$ cat config.mk
export PLATFORM = sky130hd
export DESIGN_NAME = issue_ctrl
export DESIGN_NICKNAME = d
export VERILOG_FILES = /design/src/rtl/issue_ctrl.sv
export SDC_FILE = /design/constraint.sdc
export NUM_CORES = 1
export LEC_CHECK = 0
export ABC_AREA = 1
export ABC_CLOCK_PERIOD_IN_PS = 2500
export CAP_MARGIN = 25
export CORE_MARGIN = 2
export CORE_UTILIZATION = 37
export CTS_CLUSTER_DIAMETER = 120
export DETAILED_ROUTE_END_ITERATION = 8
export HOLD_SLACK_MARGIN = 0.1
export PLACE_DENSITY = 0.87
export SYNTH_ARGS = -nofsm -noshare
export SYNTH_HDL_FRONTEND = slang
export SYNTH_SLANG_ARGS = --single-unit
export TNS_END_PERCENT = 30
$ cat constraint.sdc
create_clock -name clk -period 2.5 [get_ports clk]
set_clock_uncertainty 0.05 [all_clocks]
set_input_delay 0.375 -clock clk [delete_from_list [all_inputs] [get_ports clk]]
set_output_delay 0.375 -clock clk [all_outputs]
set_load 0.005 [all_outputs]
$ cat src/rtl/issue_ctrl.sv
// issue_ctrl: in-order issue gate with scoreboard hazard check, a
// round-robin register-file write-port arbiter and a flush/drain FSM.
// Ports:
//   clk, rst_n                     clock, async active-low reset
//   dec_valid/dec_ready            decode handshake
//   dec_rs1/rs2/rd, dec_use_*      operand indices and live flags
//   dec_fu, fu_ready, fu_issue     FU selection, per-FU ready, issue strobe
//   using, setusing, finish        scoreboard busy vector, set/clear pulses
//   wb_req, wb_rd, wb_gnt          per-FU write-port request/index/grant
//   rf_we, rf_waddr                register-file write port
//   flush, drained                 drain request and drain-complete flag
//   stall_cnt                      saturating count of stalled cycles
module issue_ctrl #(
    parameter int NFU        = 3,
    parameter int REG_NUMBER = 32
) (
    input  logic                   clk,
    input  logic                   rst_n,
    input  logic                   dec_valid,
    output logic                   dec_ready,
    input  logic [4:0]             dec_rs1,
    input  logic [4:0]             dec_rs2,
    input  logic [4:0]             dec_rd,
    input  logic                   dec_use_rs1,
    input  logic                   dec_use_rs2,
    input  logic                   dec_use_rd,
    input  logic [$clog2(NFU)-1:0] dec_fu,
    input  logic [NFU-1:0]         fu_ready,
    output logic [NFU-1:0]         fu_issue,
    input  logic [REG_NUMBER-1:0]  using,
    output logic [REG_NUMBER-1:0]  setusing,
    output logic [REG_NUMBER-1:0]  finish,
    input  logic [NFU-1:0]         wb_req,
    input  logic [NFU*5-1:0]       wb_rd,
    output logic [NFU-1:0]         wb_gnt,
    output logic                   rf_we,
    output logic [4:0]             rf_waddr,
    input  logic                   flush,
    output logic                   drained,
    output logic [15:0]            stall_cnt
);

    localparam int FW = $clog2(NFU);

    localparam logic [1:0] S_RUN   = 2'd0;
    localparam logic [1:0] S_STALL = 2'd1;
    localparam logic [1:0] S_DRAIN = 2'd2;

    logic [1:0]    r_state;
    logic [1:0]    w_state_nxt;
    logic [FW-1:0] r_rr_ptr;
    logic [FW-1:0] w_rr_nxt;
    logic [15:0]   r_stall_cnt;

    logic          w_hazard;
    logic          w_fu_rdy;
    logic          w_ready;
    logic          w_xfer;
    logic          w_stall;
    logic          w_gnt_any;
    logic [FW-1:0] w_gnt_idx;
    logic [FW-1:0] w_cand;
    logic [4:0]    w_gnt_rd;

    // x0 never carries a dependency, whatever the scoreboard says.
    always_comb begin
        w_hazard = 1'b0;
        if (dec_use_rs1 && (dec_rs1 != 5'd0) && using[dec_rs1])
            w_hazard = 1'b1;
        if (dec_use_rs2 && (dec_rs2 != 5'd0) && using[dec_rs2])
            w_hazard = 1'b1;
        if (dec_use_rd && (dec_rd != 5'd0) && using[dec_rd])
            w_hazard = 1'b1;
    end

    // An index with no matching FU reads as not ready.
    always_comb begin
        w_fu_rdy = 1'b0;
        for (int i = 0; i < NFU; i++) begin
            if (dec_fu == FW'(i))
                w_fu_rdy = fu_ready[i];
        end
    end

    assign w_ready = (r_state != S_DRAIN) && !w_hazard && w_fu_rdy;
    assign w_xfer  = dec_valid && w_ready;
    assign w_stall = dec_valid && !w_ready;

    // Round-robin search starting at r_rr_ptr; first requester wins.
    always_comb begin
        w_gnt_any = 1'b0;
        w_gnt_idx = '0;
        w_cand    = '0;
        for (int k = 0; k < NFU; k++) begin
            w_cand = FW'((int'(r_rr_ptr) + k) % NFU);
            if (!w_gnt_any && wb_req[w_cand]) begin
                w_gnt_any = 1'b1;
                w_gnt_idx = w_cand;
            end
        end
    end

    always_comb begin
        w_gnt_rd = 5'd0;
        for (int i = 0; i < NFU; i++) begin
            if (w_gnt_idx == FW'(i))
                w_gnt_rd = wb_rd[5*i +: 5];
        end
    end

    always_comb begin
        w_rr_nxt = r_rr_ptr;
        if (w_gnt_any) begin
            if (w_gnt_idx == FW'(NFU - 1))
                w_rr_nxt = '0;
            else
                w_rr_nxt = w_gnt_idx + FW'(1);
        end
    end

    // Every strobe is gated by rst_n so an asynchronous reset that
    // lands mid-cycle also cancels the pulses of that cycle.
    always_comb begin
        fu_issue = '0;
        setusing = '0;
        finish   = '0;
        wb_gnt   = '0;
        rf_we    = 1'b0;
        rf_waddr = 5'd0;
        if (rst_n) begin
            if (w_xfer) begin
                for (int i = 0; i < NFU; i++) begin
                    if (dec_fu == FW'(i))
                        fu_issue[i] = 1'b1;
                end
                if (dec_use_rd && (dec_rd != 5'd0))
                    setusing[dec_rd] = 1'b1;
            end
            if (w_gnt_any) begin
                wb_gnt[w_gnt_idx] = 1'b1;
                rf_we             = 1'b1;
                rf_waddr          = w_gnt_rd;
                if (w_gnt_rd != 5'd0)
                    finish[w_gnt_rd] = 1'b1;
            end
        end
    end

    assign dec_ready = rst_n && w_ready;
    assign drained   = rst_n && (r_state == S_DRAIN) && (using == '0);
    assign stall_cnt = r_stall_cnt;

    // flush outranks every other transition, including DRAIN exit.
    always_comb begin
        w_state_nxt = r_state;
        case (r_state)
            S_RUN: begin
                if (flush)
                    w_state_nxt = S_DRAIN;
                else if (w_stall)
                    w_state_nxt = S_STALL;
            end
            S_STALL: begin
                if (flush)
                    w_state_nxt = S_DRAIN;
                else if (w_xfer)
                    w_state_nxt = S_RUN;
            end
            S_DRAIN: begin
                if (!flush && (using == '0))
                    w_state_nxt = S_RUN;
            end
            default: w_state_nxt = S_RUN;
        endcase
    end

    always_ff @(posedge clk or negedge rst_n) begin
        if (!rst_n) begin
            r_state     <= S_RUN;
            r_rr_ptr    <= '0;
            r_stall_cnt <= 16'd0;
        end else begin
            r_state  <= w_state_nxt;
            r_rr_ptr <= w_rr_nxt;
            if ((r_state != S_DRAIN) && w_stall
                && (r_stall_cnt != 16'hFFFF))
                r_stall_cnt <= r_stall_cnt + 16'd1;
        end
    end

endmodule

**Word level (Yosys, flattened, before mapping)**

Cells that the tools add are included.

- Bits of input ports: 77
- Register bits after elaboration: 20
- Output and inout port bits: 94

- Divide/modulo/power cells: 3
- $lt $le $gt $ge: 11
- Add/sub/neg operators: 4
- Eq/ne operators: 11
- Multiplexer cells: 57
- Reductions and logical operators: 35

Operator list:

| operator | number |
|---|---|
| 2-to-1 mux 32 bit | 6 |
| remainder unit 32 x 3 -> 32 bit (second input constant) | 2 |
| zero test 32 bit | 1 |
| remainder unit 3 x 3 -> 32 bit (second input constant) | 1 |
| 2-to-1 mux 5 bit | 5 |
| < comparator 5 x 6 -> 1 bit (second input constant) | 4 |
| 2-to-1 mux 1 bit | 23 |
| logical AND 1 bit | 21 |
| nonzero test 5 bit | 4 |
| 2-to-1 mux 2 bit | 9 |
| adder 16 x 1 -> 16 bit (second input constant) | 1 |
| inequality test 16 bit (second input constant) | 1 |
| binary-select mux 1 bit (select 5 bit) | 3 |
| < comparator 2 x 3 -> 1 bit (second input constant) | 4 |
| 2-to-1 mux 3 bit | 4 |
| demux 1 bit (select 5 bit) | 2 |
| >= comparator 5 x 1 -> 1 bit (second input constant) | 2 |
| binary-select mux 1 bit (select 2 bit) | 3 |
| equality test 2 x 1 -> 1 bit (second input constant) | 3 |
| equality test 2 bit (second input constant) | 3 |
| zero test 2 bit | 3 |
| inequality test 3 bit (second input constant) | 2 |
| one-hot mux 2 bit (3 select lines) | 1 |
| zero test 1 bit | 5 |
| 8 further kinds | 8 |

**Longest topological paths before layout**

Gate-level depths: netlist of run 1.

- Depth after elaboration: 21
- Gate-level depth with buffers: 18
- Depth with buffers taken out: 17

**Worst setup path before layout of run 1**

No wires, ideal clock.

- Path kind: register -> output
- Start: reg r_rr_ptr[0]
- End: out finish[11]
- Data arrival time: 2165 ps
- Cell stages (with the launch flop): 12
- Buffers on the path: 0
- Required time: 2075 ps
- Setup slack: -90 ps
- Cell sequence: dfrtp_1 inv_1 ha_1 o31ai_1 inv_1 nand4_1 inv_2 nor2_4 o21ai_1 a21oi_1 nand3_2 nor2_1

- Cells in the longest elaborated chain, start to end: 21

Ends and longest elaborated chain:

| what | RTL line | source |
|---|---|---|
| start, declared | 51 | `logic [FW-1:0] r_rr_ptr;` |
| start signal, assigned | 184 | `r_rr_ptr <= w_rr_nxt;` |
| branches (longest 19 deep; another with remainder unit 32 x 3 -> 32 bit) | - |  |
| 2-to-1 mux 32 bit * | 139 | `if (w_gnt_any) begin` |
| 2-to-1 mux 32 bit * | 130 | `if (rst_n) begin` |
| end, declared | 32 | `output logic [REG_NUMBER-1:0] finish,` |

Mark *: on every way between the ends. The select of a mux whose other input is x is not followed.

**Final worst setup path of run 1**

- Start: reg r_rr_ptr[1]
- End: out finish[16]

The elaborated chain is that of the path after synthesis.

==> run_results.csv, run 1 <==
group,metric,value,unit
global_route,grt_pass1_vias,4803,
layout,final_cell_mix,"nand2_1 (213), buf_4 (81), clkdlybuf4s50_1 (72)",
global_route,grt_use_total,28.3,%
timing,whs,0.462,ns
synthesis,seq_area_frac_synth,15.0,%
power,seqPwrFrac,6.8,%
clocking,hold_buffers,0,
global_route,grt_antenna_before_repair,0,
die,rows,34,
routing,drc,0,
synthesis,synthAdderAreaFrac,1.87,%
synthesis,yosys.area_share.xor_xnor,3.41,%
routing,detail_route.wl_per_cell,19.1,um
timing,drv_slew,0,
die,die-area,9790,um2
synthesis,synth_area,3340,um2
timing,timing.final.crit_share,152,%
power,p_leak,3.61,nW
clocking,htreeDepth,1,
clocking,clock_path_buffers,2,
routing,first_pass_iters,6,
run_status,violations,"setup timing",
global_route,grt_remaining_overflow,0,
worst_setup_path,startpoint_type,"flop",
layout,syn_to_final_growth,99.9,%
power,sw_frac_of_total,53.8,%
worst_setup_path,path_class,"flop to output pin",
clocking,numCtsBuffers,3,
power,p_per_area,978,nW/um2
timing,layout_setup_ws,-1.30,ns
run_status,outcome,"complete, but fails checks",
synthesis,synth_seq_cells,20,
worst_setup_path,setup.worst_path.end_class,"output pin",
run,max_cap_violations,0,
synthesis,ys.flop_type,"dfrtp_1",
die,start_util,38.3,%
worst_setup_path,required,2.08,ns
die,io_pins,171,
global_route,grt_max_degree,20,
clocking,cts_sinks,20,
layout,mostFrequentLayoutCell,"nand2_1",
die,core,8720,um2
layout,nNetsFinal,981,
routing,vias_per_cell,5.76,
power,combPwrFrac,89.3,%
synthesis,synth_top_family_by_area,"simple AND/OR/NAND/NOR gates",
layout,drive_gt1_share,31.7,%
synthesis,synth_compound_area_share,5.06,%
synthesis,yosys.area_share.simple,62.5,%
synthesis,async_reset_ff_share,100,%
power,p_int,3.01,mW
synthesis,synth-edff-count,0,
routing,drt_iter0_drc,648,
worst_setup_path,arrival,3.37,ns
timing,setup_violations,76,
timing,finalHoldViolCount,0,
synthesis,synth_warnings,0,
hold_path,hold_class,"flop to flop",
timing,slew_headroom,60.3,%
clocking,cts_tree,"built",
power,pwr-share-clk,4.0,%
global_route,grt_pass1_wl,22900,um
power,power.switching,3.51,mW
synthesis,synth.area.mux_share,0,%
placed_design,dp_hpwl,10300,um
timing,fin_setup_tns,-54.97,ns
clocking,cts.root.buffer_cell,"clkbuf_8",
synthesis,ys_types,36,
timing,min_period,3.80,ns
routing,ant_nets,0,
die,die_w,99.0,um
placed_design,gp_congestion,1.03,
timing,rsz0062_at_grt,"yes",
routing,vias,5792,
power,peakVddDrop,622,uV
clocking,path_clk_slew,0.08,ns
placed_design,portBuffers,168,
worst_setup_path,cp_max_fo,7,
layout,diodes,0,
synthesis,syn_inst,629,
placed_design,place_ws,-0.878,ns
timing,fmax,263,MHz
die,die_height,99.0,um
timing,worst_pin_slew,0.595,ns
synthesis,avgSynthCellArea,5.31,um2
clocking,worstSkewPairLatency,0.27,ns
routing,drt-total-wl,19200,um
-- worst max-delay path, stage by stage, from the launching register on --
cell,delay (ns)
dfrtp_2,0.46
inv_4,0.09
buf_4,0.13
ha_4,0.17
inv_1,0.06
nand2_1,0.08
nand3_2,0.11
o31ai_4,0.10
inv_2,0.10
nand3_2,0.10
nand2_2,0.16
nor2_4,0.23
buf_12,0.18
inv_12,0.06
nand2_1,0.11
nand3_2,0.15
inv_4,0.18
nand3_4,0.14
buf_6,0.15
buf_6,0.11
nor2_4,0.09
buf_2,0.12
-- kinds of logic after synthesis --
group / count (synthesis)
adder cells (fa/ha/maj): 5
XOR/XNOR: 13
AND/OR/NAND/NOR: 465
flip-flops: 20
other: 1
AO/OA/AOI/OAI: 29
buffers and inverters: 96
-- synth_stat cells, types with 3 or more instances --
master	n	area [um2]
ha_1	5	62.6
nand4_1	14	87.6
xnor2_1	7	61.3
inv_2	9	33.8
dfrtp_1	20	500
inv_1	68	255
clkbuf_1	3	11.3
nor3_1	19	95.1
nand3b_1	5	37.5
nand2_1	230	863
xor2_1	6	52.6
o21ai_0	13	65.1
nand3_1	81	405
nand3_2	12	120
a21oi_1	7	35.0
nor2_1	89	334
nor4_1	5	31.3
buf_2	8	40.0
buf_4	6	45.0
-- sequential cells by signal (all words and copies together), names as in the netlist --
signal and cells:
stall_cnt 16, r_rr_ptr 2, r_state 2
-- power by group through the flow --
stage | combinational, mW | clock, mW | sequential [mW]
global placement | 2.75 | 0 | 0.438
CTS | 3.69 | 0.262 | 0.431
finish | 5.82 | 0.259 | 0.441
global route | 6.02 | 0.284 | 0.448
floorplan | 1.44 | 0 | 0.430
detailed placement | 2.80 | 0 | 0.439
-- per-layer routing --
metal	GRT usage, %	wire, um	up-vias
met1	33.4	6510	2582
met5	0	0	-
met2	49.2	8800	475
met3	5.82	1900	189
met4	13.1	2000	0
li1	-	-	2546
-- final timing paths --
| kind | cells past startpoint | slack [ns] | startpoint | endpoint |
|---|---|---|---|---|
| setup / recovery | 21 | -1.30 | r_rr_ptr[1] | finish[16] |
| hold / removal | 2 | 0.46 | stall_cnt[5] | stall_cnt[5] |
| setup reg to reg | 16 | -0.06 | r_rr_ptr[1] | r_rr_ptr[0] |
| hold reg to reg | 2 | 0.46 | stall_cnt[5] | stall_cnt[5] |
| max in group asynchronous | 2 | 1.67 | rst_n | stall_cnt[13] |
| min in group asynchronous | 2 | 0.51 | rst_n | r_rr_ptr[0] |
-- cell type report --
class | count | area (um2)
clock buffers | 4 | 55.1
flip-flops and latches | 20 | 502
repair buffers | 282 | 2610
fillers | 571 | 2050
well taps | 108 | 135
inverters | 78 | 339
multi-input cells | 514 | 3030
-- repair_timing --
item,4_1_cts,5_1_grt
setup buffers,16,28
setup endpoints to repair,92,92
pin swaps,16,38
resized for setup,164,219
-- through the flow --
step	util, %	std cells	area, um2	power, mW
CTS	69.2	978	6040	4.38
floorplan	-	630	3370	1.87
finish	76.5	1006	6670	6.52
detailed placement	64.4	958	5610	3.24
global route	76.5	1006	6670	6.75
global placement	64.4	958	5610	3.19
No activity file was read; power rests on OpenSTA's default activity.
==> run 2: changes to the inputs <==
Settings changed: ABC_CLOCK_PERIOD_IN_PS 2500 to default.
Clock period 2.5 ns to 3.4 ns, I/O delays scaled along.
==> run 2 against run 1 <==
Against the previous run: the flow still finishes with violations (setup timing); global-route usage is 2.6 points lower; cell count is 5.5% lower; combinational power is 49% lower.
==> run_results.csv, run 2 (synthesis results as in run 1) <==
group,metric,value,unit
global_route,grt_antenna_before_repair,0,
clocking,cts.root.buffer_cell,"clkbuf_8",
clocking,clock_path_buffers,2,
timing,slew_headroom,36.4,%
layout,diodes,0,
clocking,hold_buffers,0,
global_route,busiest_layer,"met2",
routing,vias_per_cell,5.27,
die,die_w,99.0,um
power,power.switching,1.82,mW
worst_setup_path,critPathLaunch,"r_rr_ptr[1]",
global_route,use_met2,44.7,%
die,die_height,99.0,um
clocking,path_clk_slew,0.07,ns
worst_setup_path,required,2.84,ns
power,pwr-share-clk,5.2,%
layout,nNetsFinal,926,
worst_setup_path,regToRegEndpoint,"stall_cnt[6]",
timing,worst_pin_slew,0.950,ns
clocking,htreeDepth,1,
power,combPwrFrac,85.3,%
global_route,grt_max_degree,20,
placed_design,portBuffers,168,
layout,largest_reg_flops,16,
timing,timing.final.crit_share,113,%
clocking,cts_tree,"built",
power,p_int,1.65,mW
die,start_util,38.3,%
worst_setup_path,reg2reg_depth,9,
power,sw_frac_of_total,52.4,%
worst_setup_path,setup.worst_path.end_class,"output pin",
routing,drt_iter0_drc,426,
worst_setup_path,rrSetupSlack,0.97,ns
placed_design,place_ws,-0.270,ns
power,power,3.48,mW
timing,whs,0.480,ns
power,peakVddDrop,376,uV
global_route,grtUsageMet3,3.12,%
placed_design,dp_hpwl,10100,um
clocking,numCtsBuffers,3,
layout,num-fill-cells,707,
die,die-area,9790,um2
worst_setup_path,cp_max_fo,5,
layout,multiInputGateArea,2770,um2
clocking,worstSkewPairLatency,0.26,ns
timing,min_period,3.83,ns
worst_setup_path,crit_slowest_cell,"clkdlybuf4s50_1",
run,max_cap_violations,0,
global_route,grt_use_total,25.8,%
global_route,grt_pass1_vias,4293,
timing,finalHoldViolCount,0,
layout,mostFrequentLayoutCell,"nand2_1",
worst_setup_path,arrival,3.27,ns
die,io_pins,171,
routing,drc,0,
die,core,8720,um2
timing,fmax,261,MHz
layout,seq_area,502,um2
worst_setup_path,max_stage_delay,0.52,ns
worst_setup_path,crit_end,"finish[3]",
global_route,grt_pass1_wl,21100,um
global_route,grt_remaining_overflow,0,
routing,first_pass_iters,5,
layout,drive_gt1_share,19.5,%
hold_path,hold_class,"input pin to async pin",
run_status,outcome,"complete, but fails checks",
power,p_per_area,582,nW/um2
routing,vias,5010,
clocking,cts_sinks,20,
timing,setup_violations,28,
worst_setup_path,startpoint_type,"flop",
routing,ant_nets,0,
routing,drt-total-wl,14800,um
power,seqPwrFrac,9.4,%
die,rows,34,
global_route,use_met1,34.0,%
timing,layout_setup_ws,-0.432,ns
layout,final_cell_mix,"nand2_1 (220), clkdlybuf4s50_1 (113), nor2_1 (77)",
timing,drv_slew,0,
power,p_leak,3.16,nW
worst_setup_path,crit_chain,"ha_4 > inv_2 > nand2_1 > nand3_2 > o31ai_4 > inv_2 > nand4_1 > inv_2 > nor2_4 > inv_4 > nand2_1 > nand3_2 > nor2_4 > nand2_1 > nor2_1 > clkdlybuf4s50_1",
placed_design,gp_congestion,1.01,
worst_setup_path,path_class,"flop to output pin",
timing,rsz0062_at_grt,"yes",
routing,detail_route.wl_per_cell,15.5,um
layout,syn_to_final_growth,78.9,%
run_status,violations,"setup timing",
worst_setup_path,r2r-start,"stall_cnt[0]",
## run 2: worst min-delay path by stage
stage                     slack (ns)  depth (start not counted)           end         start
after floorplan                 0.16                          0   r_rr_ptr[0]         rst_n
after global placement          0.45                          2  stall_cnt[5]  stall_cnt[5]
after detailed placement        0.46                          2  stall_cnt[9]  stall_cnt[9]
after CTS                       0.47                          1    r_state[1]         rst_n
after global routing            0.47                          1    r_state[0]         rst_n
final                           0.48                          1    r_state[1]         rst_n
## run 2: repair_timing
action                                  CTS  global route
setup buffers                             9            11
pin swaps                                13            14
cloned                                    0             2
endpoints found under the setup margin   69            71
gates resized for setup                  69           103
## run 2: final cells by class
class / instances / area share [%]
Clock buffer: 4 / 0.922
Timing Repair Buffer: 226 / 36.7
Sequential cell: 20 / 8.41
Inverter: 78 / 5.26
Timing Repair inverter: 1 / 0.126
Tap cell: 108 / 2.26
Multi-Input combinational cell: 514 / 46.4
## run 2: metrics by stage
stage               area [um2]  utilization (%)  cells  setup TNS [ns]
floorplan                 3340                -    630               0
finish                    5970             68.4    951           -5.03
global route              5970             68.4    951           -8.67
CTS                       5630             64.5    938           -2.23
detailed placement        5340             61.2    925          -10.49
global placement          5340             61.2    925           -6.75
## run 2: worst max-delay path: cells and delay by family, from the launching register on
kind,cells,cell delay [ns]
AO/OA/AOI/OAI,1,0.10
adder cells (fa/ha/maj),1,0.33
buffers and inverters,5,0.84
flip-flops,1,0.45
AND/OR/NAND/NOR,9,1.29
## run 2: power groups by stage
stage               logic (mW)  registers [mW]  clock network (mW)
floorplan                 1.02           0.314                   0
global placement          1.85           0.322                   0
detailed placement        1.87           0.324                   0
CTS                       2.32           0.323               0.191
global route              3.13           0.335               0.199
finish                    2.97           0.328               0.181
## run 2: layer usage
| metal | vias to the layer above | routed length [um] | share of wire [%] |
|---|---|---|---|
| met2 | 238 | 7310 | 49 |
| met1 | 2296 | 5970 | 40 |
| li1 | 2428 | - | - |
| met4 | 0 | 553 | 3.7 |
| met3 | 48 | 962 | 6.5 |
| met5 | - | 0 | 0 |
==> run 3: changes to the inputs <==
Settings changed: CELL_PAD_IN_SITES_DETAIL_PLACEMENT from default to 0, CELL_PAD_IN_SITES_GLOBAL_PLACEMENT from default to 1, CORE_UTILIZATION 37 to 23, CTS_CLUSTER_SIZE from default to 40.
==> run 3 against run 2 <==
Against the previous run: the flow still finishes with violations (setup timing); sequential cell count unchanged; die area up 58%; wire length down 6.0%; first-iteration DRC count down 55%; critical path type is now input pin to output pin; largest cell class unchanged.
==> run_results.csv, run 3 (synthesis results as in run 1) <==
group,metric,value,unit
worst_setup_path,path_class,"input pin to output pin",
layout,drive_gt1_share,21.8,%
global_route,grt_antenna_before_repair,0,
run_status,outcome,"complete, but fails checks",
layout,nNetsFinal,951,
worst_setup_path,cp_max_fo,8,
die,rows,44,
power,p_int,1.76,mW
worst_setup_path,max_stage_delay,0.50,ns
timing,finalHoldViolCount,0,
global_route,grt_use_total,17.4,%
clocking,numCtsBuffers,3,
die,die_w,124,um
clocking,hold_buffers,0,
power,power,3.42,mW
clocking,cts_tree,"built",
placed_design,placed_cell_area,5640,um2
worst_setup_path,critPathLaunch,"wb_req[2]",
global_route,grt_pass1_vias,4526,
routing,drc,0,
hold_path,hold_class,"flop to flop",
run_status,violations,"setup timing",
power,p_per_area,550,nW/um2
worst_setup_path,critPathMostFrequentCell,"clkdlybuf4s50_1",
die,die_height,124,um
worst_setup_path,arrival,3.00,ns
worst_setup_path,cp_top_family,"buffers and inverters",
worst_setup_path,startpoint_type,"input pin",
routing,detail_route.wl_per_cell,13.2,um
layout,syn_to_final_growth,86.2,%
die,die-area,15500,um2
power,sw_frac_of_total,48.5,%
clocking,htreeDepth,1,
run,max_cap_violations,0,
worst_setup_path,crit_buf_inv,5,
clocking,path_clk_slew,0.05,ns
power,peakVddDrop,346,uV
routing,drt-total-wl,13900,um
timing,setup_violations,3,
power,combPwrFrac,83.5,%
power,seqPwrFrac,9.5,%
layout,mostFrequentLayoutCell,"nand2_1",
layout,final_cell_mix,"nand2_1 (219), clkdlybuf4s50_1 (101), buf_4 (79)",
clocking,clock_path_buffers,2,
timing,timing.final.crit_share,105,%
die,core,14400,um2
routing,vias_per_cell,4.52,
hold_path,hp-start,"stall_cnt[5]",
clocking,cts_sinks,20,
worst_setup_path,setup.worst_path.end_class,"output pin",
timing,rsz0062_at_grt,"yes",
timing,fmax,281,MHz
global_route,grt_max_degree,21,
timing,drv_slew,0,
global_route,grt_pass1_wl,22900,um
timing,slew_headroom,32.9,%
timing,worst_pin_slew,1.00,ns
layout,post-route-cell-area,6210,um2
power,power.switching,1.65,mW
placed_design,gp_congestion,0.997,
routing,ant_nets,0,
layout,largest_reg_flops,16,
layout,diodes,0,
power,pwr-share-clk,7.0,%
die,start_util,23.2,%
placed_design,dp_hpwl,11200,um
global_route,grt_remaining_overflow,0,
worst_setup_path,crit_chain,"clkdlybuf4s50_1 > inv_2 > buf_4 > o31ai_4 > nand4_1 > nand2_2 > clkinv_4 > nand3_4 > nand3_1 > nor2_2 > nand2_1 > nor2_1 > clkdlybuf4s50_1",
timing,min_period,3.56,ns
die,io_pins,171,
power,p_leak,3.31,nW
placed_design,portBuffers,168,
timing,layout_setup_ws,-0.164,ns
layout,final_core_util,43.2,%
clocking,worstSkewPairLatency,0.25,ns
routing,first_pass_iters,4,
routing,vias,4751,
clocking,cts.root.buffer_cell,"clkbuf_16",
worst_setup_path,required,2.84,ns
routing,drt_iter0_drc,192,
worst_setup_path,r2r-start,"stall_cnt[0]",
worst_setup_path,crit_slowest_cell,"clkdlybuf4s50_1",
run 3: worst paths after layout:
path / endpoint / slack, ns / cells past startpoint
min in group asynchronous: r_state[0] / 0.84 / 2
max in group asynchronous: r_rr_ptr[1] / 2.23 / 2
worst min register to register: stall_cnt[5] / 0.48 / 2
worst min-delay path: stall_cnt[5] / 0.48 / 2
worst max-delay path: finish[3] / -0.16 / 13
worst max register to register: stall_cnt[5] / 0.94 / 9
run 3: routing by layer:
layer	vias to the layer above	global-route usage (%)	part of all wire, %
li1	2494	-	-
met1	2108	22.8	45
met2	129	30.7	49
met3	20	1.63	3.7
met4	0	4.30	2.5
met5	-	0	0
run 3: worst reg2reg max path: stages, from the launching register on:
cell and delay (ns):
dfrtp_1 0.45, ha_1 0.27, nand2_1 0.09, nor3_2 0.08, nand4_1 0.11, nor2_1 0.05, nor2_1 0.75, nand2_4 0.28
nand2_1 0.11, o21ai_0 0.08
run 3: final cells by class:
type	count	area, um2
inverter	78	314
timing repair buffer	252	2300
clock buffer	3	75.1
fill	1508	8160
tap	184	230
sequential	20	502
multi-input combinational	514	2800
run 3: power groups by stage:
stage / logic (mW) / registers, mW / clock network [mW]
final: 2.85 / 0.326 / 0.239
after global routing: 3.08 / 0.335 / 0.258
after CTS: 2.40 / 0.325 / 0.246
after detailed placement: 1.98 / 0.325 / 0
after global placement: 1.97 / 0.325 / 0
after floorplan: 1.02 / 0.314 / 0
run 3: timing repair:
item                                    4_1_cts  5_1_grt
endpoints found under the setup margin       69       66
buffers inserted                              6       16
pin swaps                                    18       25
gates resized for setup                      95       93
run 3: metrics by stage:
stage                     instances  hold slack, ns  setup WS [ns]  TNS, ns
after floorplan                 630           0.164          0.675        0
after global placement         1026           0.460         -0.238   -10.68
after detailed placement       1026           0.469         -0.280   -12.66
after CTS                      1035           0.482         -0.208    -2.25
after global routing           1051           0.530         -0.263    -2.15
final                          1051           0.479         -0.164   -0.325
